==> src/rtl/config_loader_pkg.sv <==
//------------------------------------------------------------------------------
// config_loader_pkg
//   Shared definitions for the configuration loader:
//     - default geometry of the fpga fabric bitstream (frame width, frame
//       count, stream beat width) and default timing constants,
//     - legacy state encodings and the loader FSM state type,
//     - a helper that sizes a counter able to hold 0..max_val.
//------------------------------------------------------------------------------
package config_loader_pkg;

    // Default fabric geometry
    localparam int CL_FRAME_W       = 224;
    localparam int CL_NUM_FRAMES    = 43;
    localparam int CL_IN_W          = 8;
    localparam int CL_HOLD_CYCLES   = 2;
    localparam int CL_SETTLE_CYCLES = 10;

    // Legacy state encodings, kept so existing debug probes decode unchanged
    localparam logic [2:0] CL_ST_LOAD   = 3'd0;
    localparam logic [2:0] CL_ST_COMMIT = 3'd1;
    localparam logic [2:0] CL_ST_SETTLE = 3'd2;
    localparam logic [2:0] CL_ST_ARM    = 3'd3;
    localparam logic [2:0] CL_ST_DONE   = 3'd4;

    typedef enum logic [2:0] {
        CL_LOAD   = CL_ST_LOAD,
        CL_COMMIT = CL_ST_COMMIT,
        CL_SETTLE = CL_ST_SETTLE,
        CL_ARM    = CL_ST_ARM,
        CL_DONE   = CL_ST_DONE
    } cl_state_t;

    // Width of a counter that must represent every value in 0..max_val.
    // Never returns zero so that degenerate parameters still give a legal vector.
    function automatic int cl_cnt_w(input int unsigned max_val);
        return (max_val < 2) ? 1 : $clog2(max_val + 1);
    endfunction

endpackage : config_loader_pkg

==> src/rtl/config_loader_if.sv <==
//------------------------------------------------------------------------------
// config_loader_if
//   Valid/ready byte stream carrying the bitstream into the loader.
//     bs_valid : beat valid            (source -> loader)
//     bs_data  : beat payload, IN_W    (source -> loader)
//     bs_ready : loader accepts a beat (loader -> source)
//   modport master : bitstream source
//   modport slave  : config_loader
//------------------------------------------------------------------------------
interface config_loader_if
    import config_loader_pkg::*;
#(
    parameter int IN_W = CL_IN_W
) ();

    logic            bs_valid;
    logic [IN_W-1:0] bs_data;
    logic            bs_ready;

    modport master (
        output bs_valid,
        output bs_data,
        input  bs_ready
    );

    modport slave (
        input  bs_valid,
        input  bs_data,
        output bs_ready
    );

endinterface : config_loader_if

==> src/rtl/config_loader_frame_assembler.sv <==
//------------------------------------------------------------------------------
// frame_assembler
//   Packs IN_W-bit beats MSB first into a FRAME_W-bit frame. Beat k of a
//   frame ends up in bits [FRAME_W-1-k*IN_W -: IN_W].
//   Ports:
//     clock, rst  : clock and asynchronous active-high reset
//     beat_valid  : a beat transfers this cycle
//     beat_data   : the beat payload
//     frame_data  : frame including the beat transferring this cycle
//     frame_done  : single-cycle pulse with the last beat of a frame;
//                   frame_data is the completed frame in that cycle
//   Partial data and beat_cnt are held while beat_valid is low.
//------------------------------------------------------------------------------
module frame_assembler
    import config_loader_pkg::*;
#(
    parameter int FRAME_W = CL_FRAME_W,
    parameter int IN_W    = CL_IN_W
) (
    input  logic               clock,
    input  logic               rst,
    input  logic               beat_valid,
    input  logic [IN_W-1:0]    beat_data,
    output logic [FRAME_W-1:0] frame_data,
    output logic               frame_done
);

    localparam int BEATS = FRAME_W / IN_W;
    localparam int CNT_W = cl_cnt_w(BEATS - 1);

    logic [FRAME_W-1:0] shift_q, shift_d;
    logic [CNT_W-1:0]   beat_cnt_q, beat_cnt_d;
    logic               last_beat;

    // Shifting left once per beat puts the first beat of the frame at the
    // top after BEATS beats, which is the MSB-first placement.
    always_comb begin
        shift_d    = shift_q;
        beat_cnt_d = beat_cnt_q;
        last_beat  = (beat_cnt_q == CNT_W'(BEATS - 1));
        if (beat_valid) begin
            shift_d    = (shift_q << IN_W) | FRAME_W'(beat_data);
            beat_cnt_d = last_beat ? '0 : beat_cnt_q + CNT_W'(1);
        end
    end

    always_ff @(posedge clock or posedge rst) begin
        if (rst) begin
            shift_q    <= '0;
            beat_cnt_q <= '0;
        end else begin
            shift_q    <= shift_d;
            beat_cnt_q <= beat_cnt_d;
        end
    end

    // Exposing the next-state value lets the top capture the frame in the
    // same edge that accepts its last beat.
    assign frame_data = shift_d;
    assign frame_done = beat_valid && last_beat;

endmodule : frame_assembler

==> src/rtl/config_loader.sv <==
//------------------------------------------------------------------------------
// config_loader
//   Receives the fabric bitstream as a valid/ready stream, assembles frames
//   and writes each into the fabric with a one-hot configs_en strobe held for
//   HOLD_CYCLES. After the last frame it waits SETTLE_CYCLES, raises ff_en,
//   then rdy one cycle later. A restart pulse in DONE reloads from frame 0.
//   Ports:
//     clock      : rising-edge clock
//     rst        : asynchronous active-high reset
//     bs         : bitstream stream (slave side), bs_ready high only in LOAD
//     restart    : reload request, honoured only in DONE
//     configs_in : frame data to the fabric, held until the next commit
//     configs_en : one-hot frame write strobe
//     ff_en      : fabric flip-flop enable
//     rdy        : configuration complete
//------------------------------------------------------------------------------
module config_loader
    import config_loader_pkg::*;
#(
    parameter int FRAME_W       = CL_FRAME_W,
    parameter int NUM_FRAMES    = CL_NUM_FRAMES,
    parameter int IN_W          = CL_IN_W,
    parameter int HOLD_CYCLES   = CL_HOLD_CYCLES,
    parameter int SETTLE_CYCLES = CL_SETTLE_CYCLES
) (
    input  logic                  clock,
    input  logic                  rst,
    config_loader_if.slave        bs,
    input  logic                  restart,
    output logic [FRAME_W-1:0]    configs_in,
    output logic [NUM_FRAMES-1:0] configs_en,
    output logic                  ff_en,
    output logic                  rdy
);

    localparam int IDX_W    = cl_cnt_w(NUM_FRAMES);
    localparam int HOLD_W   = cl_cnt_w(HOLD_CYCLES - 1);
    localparam int SETTLE_W = cl_cnt_w(SETTLE_CYCLES - 1);

    cl_state_t             state_q, state_d;
    logic [IDX_W-1:0]      frame_idx_q, frame_idx_d;
    logic [HOLD_W-1:0]     hold_cnt_q, hold_cnt_d;
    logic [SETTLE_W-1:0]   settle_cnt_q, settle_cnt_d;
    logic [FRAME_W-1:0]    configs_in_q, configs_in_d;
    logic [NUM_FRAMES-1:0] configs_en_q, configs_en_d;
    logic                  ff_en_q, ff_en_d;
    logic                  rdy_q, rdy_d;

    logic                  beat_accept;
    logic                  frame_done;
    logic [FRAME_W-1:0]    frame_data;
    logic                  last_frame;

    // Ready is a pure state decode so the source never sees a combinational
    // path from bs_valid.
    assign bs.bs_ready  = (state_q == CL_LOAD);
    assign beat_accept  = bs.bs_valid && bs.bs_ready;
    assign last_frame   = (frame_idx_q == IDX_W'(NUM_FRAMES - 1));

    frame_assembler #(
        .FRAME_W (FRAME_W),
        .IN_W    (IN_W)
    ) u_frame_assembler (
        .clock      (clock),
        .rst        (rst),
        .beat_valid (beat_accept),
        .beat_data  (bs.bs_data),
        .frame_data (frame_data),
        .frame_done (frame_done)
    );

    always_comb begin
        state_d      = state_q;
        frame_idx_d  = frame_idx_q;
        hold_cnt_d   = hold_cnt_q;
        settle_cnt_d = settle_cnt_q;
        configs_in_d = configs_in_q;
        configs_en_d = configs_en_q;
        ff_en_d      = ff_en_q;
        rdy_d        = rdy_q;

        unique case (state_q)
            CL_LOAD: begin
                if (frame_done) begin
                    configs_in_d = frame_data;
                    configs_en_d = NUM_FRAMES'(1) << frame_idx_q;
                    hold_cnt_d   = '0;
                    state_d      = CL_COMMIT;
                end
            end

            CL_COMMIT: begin
                // The strobe went high on entry, so it is dropped on the
                // HOLD_CYCLES-th edge spent here.
                if (hold_cnt_q == HOLD_W'(HOLD_CYCLES - 1)) begin
                    configs_en_d = '0;
                    frame_idx_d  = frame_idx_q + IDX_W'(1);
                    settle_cnt_d = '0;
                    state_d      = last_frame ? CL_SETTLE : CL_LOAD;
                end else begin
                    hold_cnt_d = hold_cnt_q + HOLD_W'(1);
                end
            end

            CL_SETTLE: begin
                if (settle_cnt_q == SETTLE_W'(SETTLE_CYCLES - 1)) begin
                    ff_en_d = 1'b1;
                    state_d = CL_ARM;
                end else begin
                    settle_cnt_d = settle_cnt_q + SETTLE_W'(1);
                end
            end

            CL_ARM: begin
                rdy_d   = 1'b1;
                state_d = CL_DONE;
            end

            CL_DONE: begin
                if (restart) begin
                    ff_en_d     = 1'b0;
                    rdy_d       = 1'b0;
                    frame_idx_d = '0;
                    state_d     = CL_LOAD;
                end
            end

            default: begin
                state_d = CL_LOAD;
            end
        endcase
    end

    always_ff @(posedge clock or posedge rst) begin
        if (rst) begin
            state_q      <= CL_LOAD;
            frame_idx_q  <= '0;
            hold_cnt_q   <= '0;
            settle_cnt_q <= '0;
            configs_in_q <= '0;
            configs_en_q <= '0;
            ff_en_q      <= 1'b0;
            rdy_q        <= 1'b0;
        end else begin
            state_q      <= state_d;
            frame_idx_q  <= frame_idx_d;
            hold_cnt_q   <= hold_cnt_d;
            settle_cnt_q <= settle_cnt_d;
            configs_in_q <= configs_in_d;
            configs_en_q <= configs_en_d;
            ff_en_q      <= ff_en_d;
            rdy_q        <= rdy_d;
        end
    end

    assign configs_in = configs_in_q;
    assign configs_en = configs_en_q;
    assign ff_en      = ff_en_q;
    assign rdy        = rdy_q;

endmodule : config_loader

==> src/flat_wrapper.sv <==
// flat-port wrapper written by rule: the top's interface ports become plain ports
module config_loader_flat import config_loader_pkg::*;
#(
    parameter int FRAME_W       = CL_FRAME_W,
    parameter int NUM_FRAMES    = CL_NUM_FRAMES,
    parameter int IN_W          = CL_IN_W,
    parameter int HOLD_CYCLES   = CL_HOLD_CYCLES,
    parameter int SETTLE_CYCLES = CL_SETTLE_CYCLES
)
  (clock, rst, restart, configs_in, configs_en, ff_en, rdy, bs_bs_valid, bs_bs_data, bs_bs_ready);
  config_loader_if #(.IN_W(IN_W)) bs_i ();
  input  logic clock;
  input  logic rst;
  input  logic restart;
  output logic [FRAME_W-1:0] configs_in;
  output logic [NUM_FRAMES-1:0] configs_en;
  output logic ff_en;
  output logic rdy;
  input wire logic [$bits(bs_i.bs_valid)-1:0] bs_bs_valid;
  input wire logic [$bits(bs_i.bs_data)-1:0] bs_bs_data;
  output wire logic [$bits(bs_i.bs_ready)-1:0] bs_bs_ready;
  assign bs_i.bs_valid = bs_bs_valid;
  assign bs_i.bs_data = bs_bs_data;
  assign bs_bs_ready = bs_i.bs_ready;
  config_loader #(.FRAME_W(FRAME_W), .NUM_FRAMES(NUM_FRAMES), .IN_W(IN_W), .HOLD_CYCLES(HOLD_CYCLES), .SETTLE_CYCLES(SETTLE_CYCLES)) u_core (.clock(clock), .rst(rst), .bs(bs_i), .restart(restart), .configs_in(configs_in), .configs_en(configs_en), .ff_en(ff_en), .rdy(rdy));
endmodule
==> config.mk <==
export PLATFORM = sky130hd
export DESIGN_NAME = config_loader_flat
export DESIGN_NICKNAME = d
export VERILOG_FILES = /design/src/rtl/config_loader_pkg.sv /design/src/rtl/config_loader_if.sv /design/src/rtl/config_loader_frame_assembler.sv /design/src/rtl/config_loader.sv /design/src/flat_wrapper.sv
export SDC_FILE = /design/constraint.sdc
export NUM_CORES = 1
export LEC_CHECK = 0
export CAP_MARGIN = 20
export CELL_PAD_IN_SITES_DETAIL_PLACEMENT = 1
export CELL_PAD_IN_SITES_GLOBAL_PLACEMENT = 1
export CORE_MARGIN = 3
export CORE_UTILIZATION = 40
export DETAILED_ROUTE_END_ITERATION = 16
export PLACE_DENSITY = 0.76
export SYNTH_ARGS = -nofsm -noshare
export SYNTH_HDL_FRONTEND = slang
export SYNTH_HIERARCHICAL = 1
export SYNTH_SLANG_ARGS = --single-unit
export TNS_END_PERCENT = 30
==> constraint.sdc <==
create_clock -name clock -period 18.45 [get_ports clock]
set_input_delay 3.69 -clock clock [delete_from_list [all_inputs] [get_ports clock]]
set_output_delay 3.69 -clock clock [all_outputs]
set_load 0.01 [all_outputs]
==> summary.md <==
| Metric | Value |
|---|---|
| Outcome | `completed` |
| Met1 Wirelength | `22200 um` |
| Die Wd | `228 um` |
| ANT nets after route | `0` |
| Combinational share of power | `22.0%` |
| MaxCap Viol Count | `0` |
| Root buffer cell | `clkbuf_16` |
| Syn Std Cell Area | `19700 sq um` |
| CP Cell Sequence | `clkdlybuf4s50_1, and2_4, nand3_4, nor3b_4, nor4b_2, buf_4, buf_4, nand2_1, nand2_1` |
| Final nets | `1930` |
| Min-delay src | `u_core/configs_in[166]` |
| Sw Share | `29.3%` |
| Worst-path clk slew | `around 60 ps` |
| Syn Area/Cell | `11.9 sq um` |
| Initial antenna violation count | `1` |
| Worst IR Drop VDD | `0.0715 mV` |
| Setup slack, reg-to-reg | `14030 ps` |
| Min-Delay Path Depth | `2` |
| Fin Setup TNS | `0 ps` |
| CP max stage cell | `buf_4` |
| Power per cell area | `144 nW/um^2` |
| HPWL Detailed | `between 30000 and 40000 um` |
| Switching power | `around 1.0 mW` |
| Port Buffers | `approximately 280` |
| CTS H-Tree Depth | `2` |
| Cts bufs inserted | `54` |
| DP Area | `22800 sq um` |
| Met3 wire length | `approximately 3200 um` |
| R2R cell count | `9` |
| Max-slew violations | `0` |
| Synth top area share | `65.0%` |
| Worst-case clock buffer depth | `3` |
| Slew headroom | `approximately a fifth` |
| Final min period | `between 7000 and 8000 ps` |
| CP endpoint kind | `flop` |
| Warnings, synthesis | `6` |
| R2R Path Start | `u_core/state_q[1]` |
| Area growth, synth to finish | `25.1%` |
| Clock Skew | `~17 ps` |
| Post-synth EDFFs | `0` |
| Cell area after layout | `24600 sq um` |
| Layout cell share with drive strength beyond 1 | `roughly 17%` |
| Post-CTS sizing | `0` |
| Drt first pass iters | `7` |
| Site row count | `80` |
| Crit Reg-Reg Endpoint | `u_core/configs_in[96]` |
| Drt wl/cell | `20.0 um` |
| Clk pwr share | `between 30% and 40%` |
| Crit path launch type | `primary input` |
| # DRC | `0` |
| CP peak stage delay | `850 ps` |
| Mapped Cells | `1653` |
| Most used DFF post-synth | `dfrtp_1` |
| Endpoints failing setup | `0` |
| Top delay family on crit path | `buffers and inverters` |
| Vias | `12900` |
| Worst-Skew Late Latency | `between 500 and 600 ps` |
| Ports | `~280` |
| Largest net degree at the start of global routing | `170` |
| Sequential share of power | `47.4%` |
| TritonCTS Sinks | `512` |
| Synth cell types | `47` |
| Worst setup path class | `primary input to flop` |
| Min-Delay Path Class | `flop to flop` |
| GRT overflow | `0` |
| Synth Register Bits | `512` |
| Routed WL | `52100 um` |
| Seq/Total Area, Yosys | `around 65%` |
| Post-synth top area cell | `dfrtp_1` |
| Worst EP arrival | `7600 ps` |
| Synth area leaders | `dfrtp_1 (65%), nand2_1 (13%), mux2_2 (13%)` |
| Share of flip-flops with an asynchronous set or reset | `100%` |
| Initial core utilization | `40.9%` |
| Crit share post-route | `between 30% and 40%` |
| Mapped Nets | `1674` |
| Pint | `2.51 mW` |
| Vias in the first global route | `14500` |
| Synth top cells by count | `nand2_1 (679), dfrtp_1 (512), mux2_2 (225)` |
| Core Box Area | `a little under 50000 sq um` |
| All-layer global routing usage | `20.1%` |
| CTS tree | `built` |
| Hold Path End | `u_core/configs_in[166]` |
| Required time of the critical path | `18980 ps` |
| Die Y | `approximately 230 um` |
| Max Fclk | `141 MHz` |
| WL met2 | `25500 um` |
| Die ar. | `51900 sq um` |
| Unrepaired setup endpoints after global routing | `false` |
| Top-count cell post-synth | `nand2_1` |
| First-pass GRT wire length | `84000 um` |
| Post-CTS Setup Inserts | `0` |
| Worst Path Max Fanout | `93` |
| Routed vias/inst | `4.94` |
| Fin. Hold Viols | `0` |
| Top sig layer | `met4` |
| Initial DRC Count | `607` |
| CP Buf/Inv Count | `3` |
| Worst-Margin Slew | `~1200 ps` |
| Leak | `roughly 12 nW` |
| Hold_buf cts | `0` |
| Fin Hold WS | `468 ps` |
| GP Congestion | `0.796` |
[worst register-to-register path, stage by stage (launching register included)]
cell     delay [ps]
dfrtp_1         560
nor3_1          310
and2_4          750
nand3_4         160
nor3b_4         330
nor4b_2         300
buf_4           850
buf_4           800
nand2_1         200
nand2_1         100
[cells in the final DEF (no fill, tap or decap), drive strengths merged, types with 3 or more instances in the layout]
cell	synthesis	routed
mux2	225	225
a21oi	6	6
dfrtp	512	512
clkbuf	29	85
clkinvlp	0	3
and3	5	5
o2bb2ai	3	3
clkdlybuf4s50	0	281
o21ai	5	5
nand3	6	6
clkinv	0	6
nor3	4	4
buf	65	13
nand2b	7	7
nor4b	3	3
ha	9	9
nor2b	4	4
inv	7	9
o211ai	3	3
a22o	22	22
a32o	21	21
nand3b	3	3
nor2	8	8
nand2	679	679
[flip-flops by register name, summed over array words and instances, names as in the netlist]
register / count
u_core/settle_cnt_q: 4
u_core/u_frame_assembler/beat_cnt_q: 5
u_core/rdy: 1
u_core/state_q: 3
u_core/configs_en: 43
u_core/configs_in: 224
u_core/u_frame_assembler/shift_q: 224
u_core/ff_en: 1
u_core/frame_idx_q: 6
u_core/hold_cnt_q: 1
[logic make-up after synthesis]
logic type	Yosys count	share of synthesized area, %
xor gates and xnor gates	4	0.178
adders and majority gates	9	0.572
AOI/OAI and AO/OA	69	2.94
and+or+nand+nor	733	15.0
muxes	225	12.9
DFF	512	65.0
buffers and inverters	101	3.43
[layer usage]
metal	vias up	global-route usage (%)
met5	-	0
met4	0	5.17
met3	71	6.03
met2	247	33.9
met1	6663	25.5
li1	5893	-
[area by class of cell]
class	count	area (sq um)
clock inverter	13	138
clock buffer	85	1660
timing repair buffer	294	2950
antenna	1	2.50
fill	5013	23500
inverter	7	41.3
sequential	512	12800
tap	656	821
multi-input combinational	1040	6220
[worst max-delay path by stage]
stage,start,end,cells after the start
finish,bs_bs_valid,u_core/configs_in[96],9
global route,bs_bs_valid,u_core/configs_in[90],9
CTS,bs_bs_valid,u_core/configs_in[96],9
detailed placement,bs_bs_valid,u_core/configs_in[49],9
global placement,bs_bs_valid,u_core/configs_in[4],9
floorplan,rst,u_core/configs_en[0],1
[through the flow]
stage	util (%)	setup slack, ps	std cells	total power [mW]
final	51.2	11380	2608	3.56
after global routing	51.2	11060	2608	3.75
after CTS	51.1	11340	2606	3.60
after detailed placement	47.4	10740	2508	2.49
after global placement	47.4	10870	2506	2.44
after floorplan	-	6950	1653	2.07
[power by group through the flow]
stage | Sequential (mW) | Clock, mW | Combinational (mW)
2_1_floorplan | 1.64 | 0 | 0.425
3_3_place_gp | 1.69 | 0 | 0.751
3_5_place_dp | 1.71 | 0 | 0.784
4_1_cts | 1.69 | 1.12 | 0.793
5_1_grt | 1.72 | 1.17 | 0.860
6_report | 1.69 | 1.09 | 0.782
(Power assumes the default switching activity.)
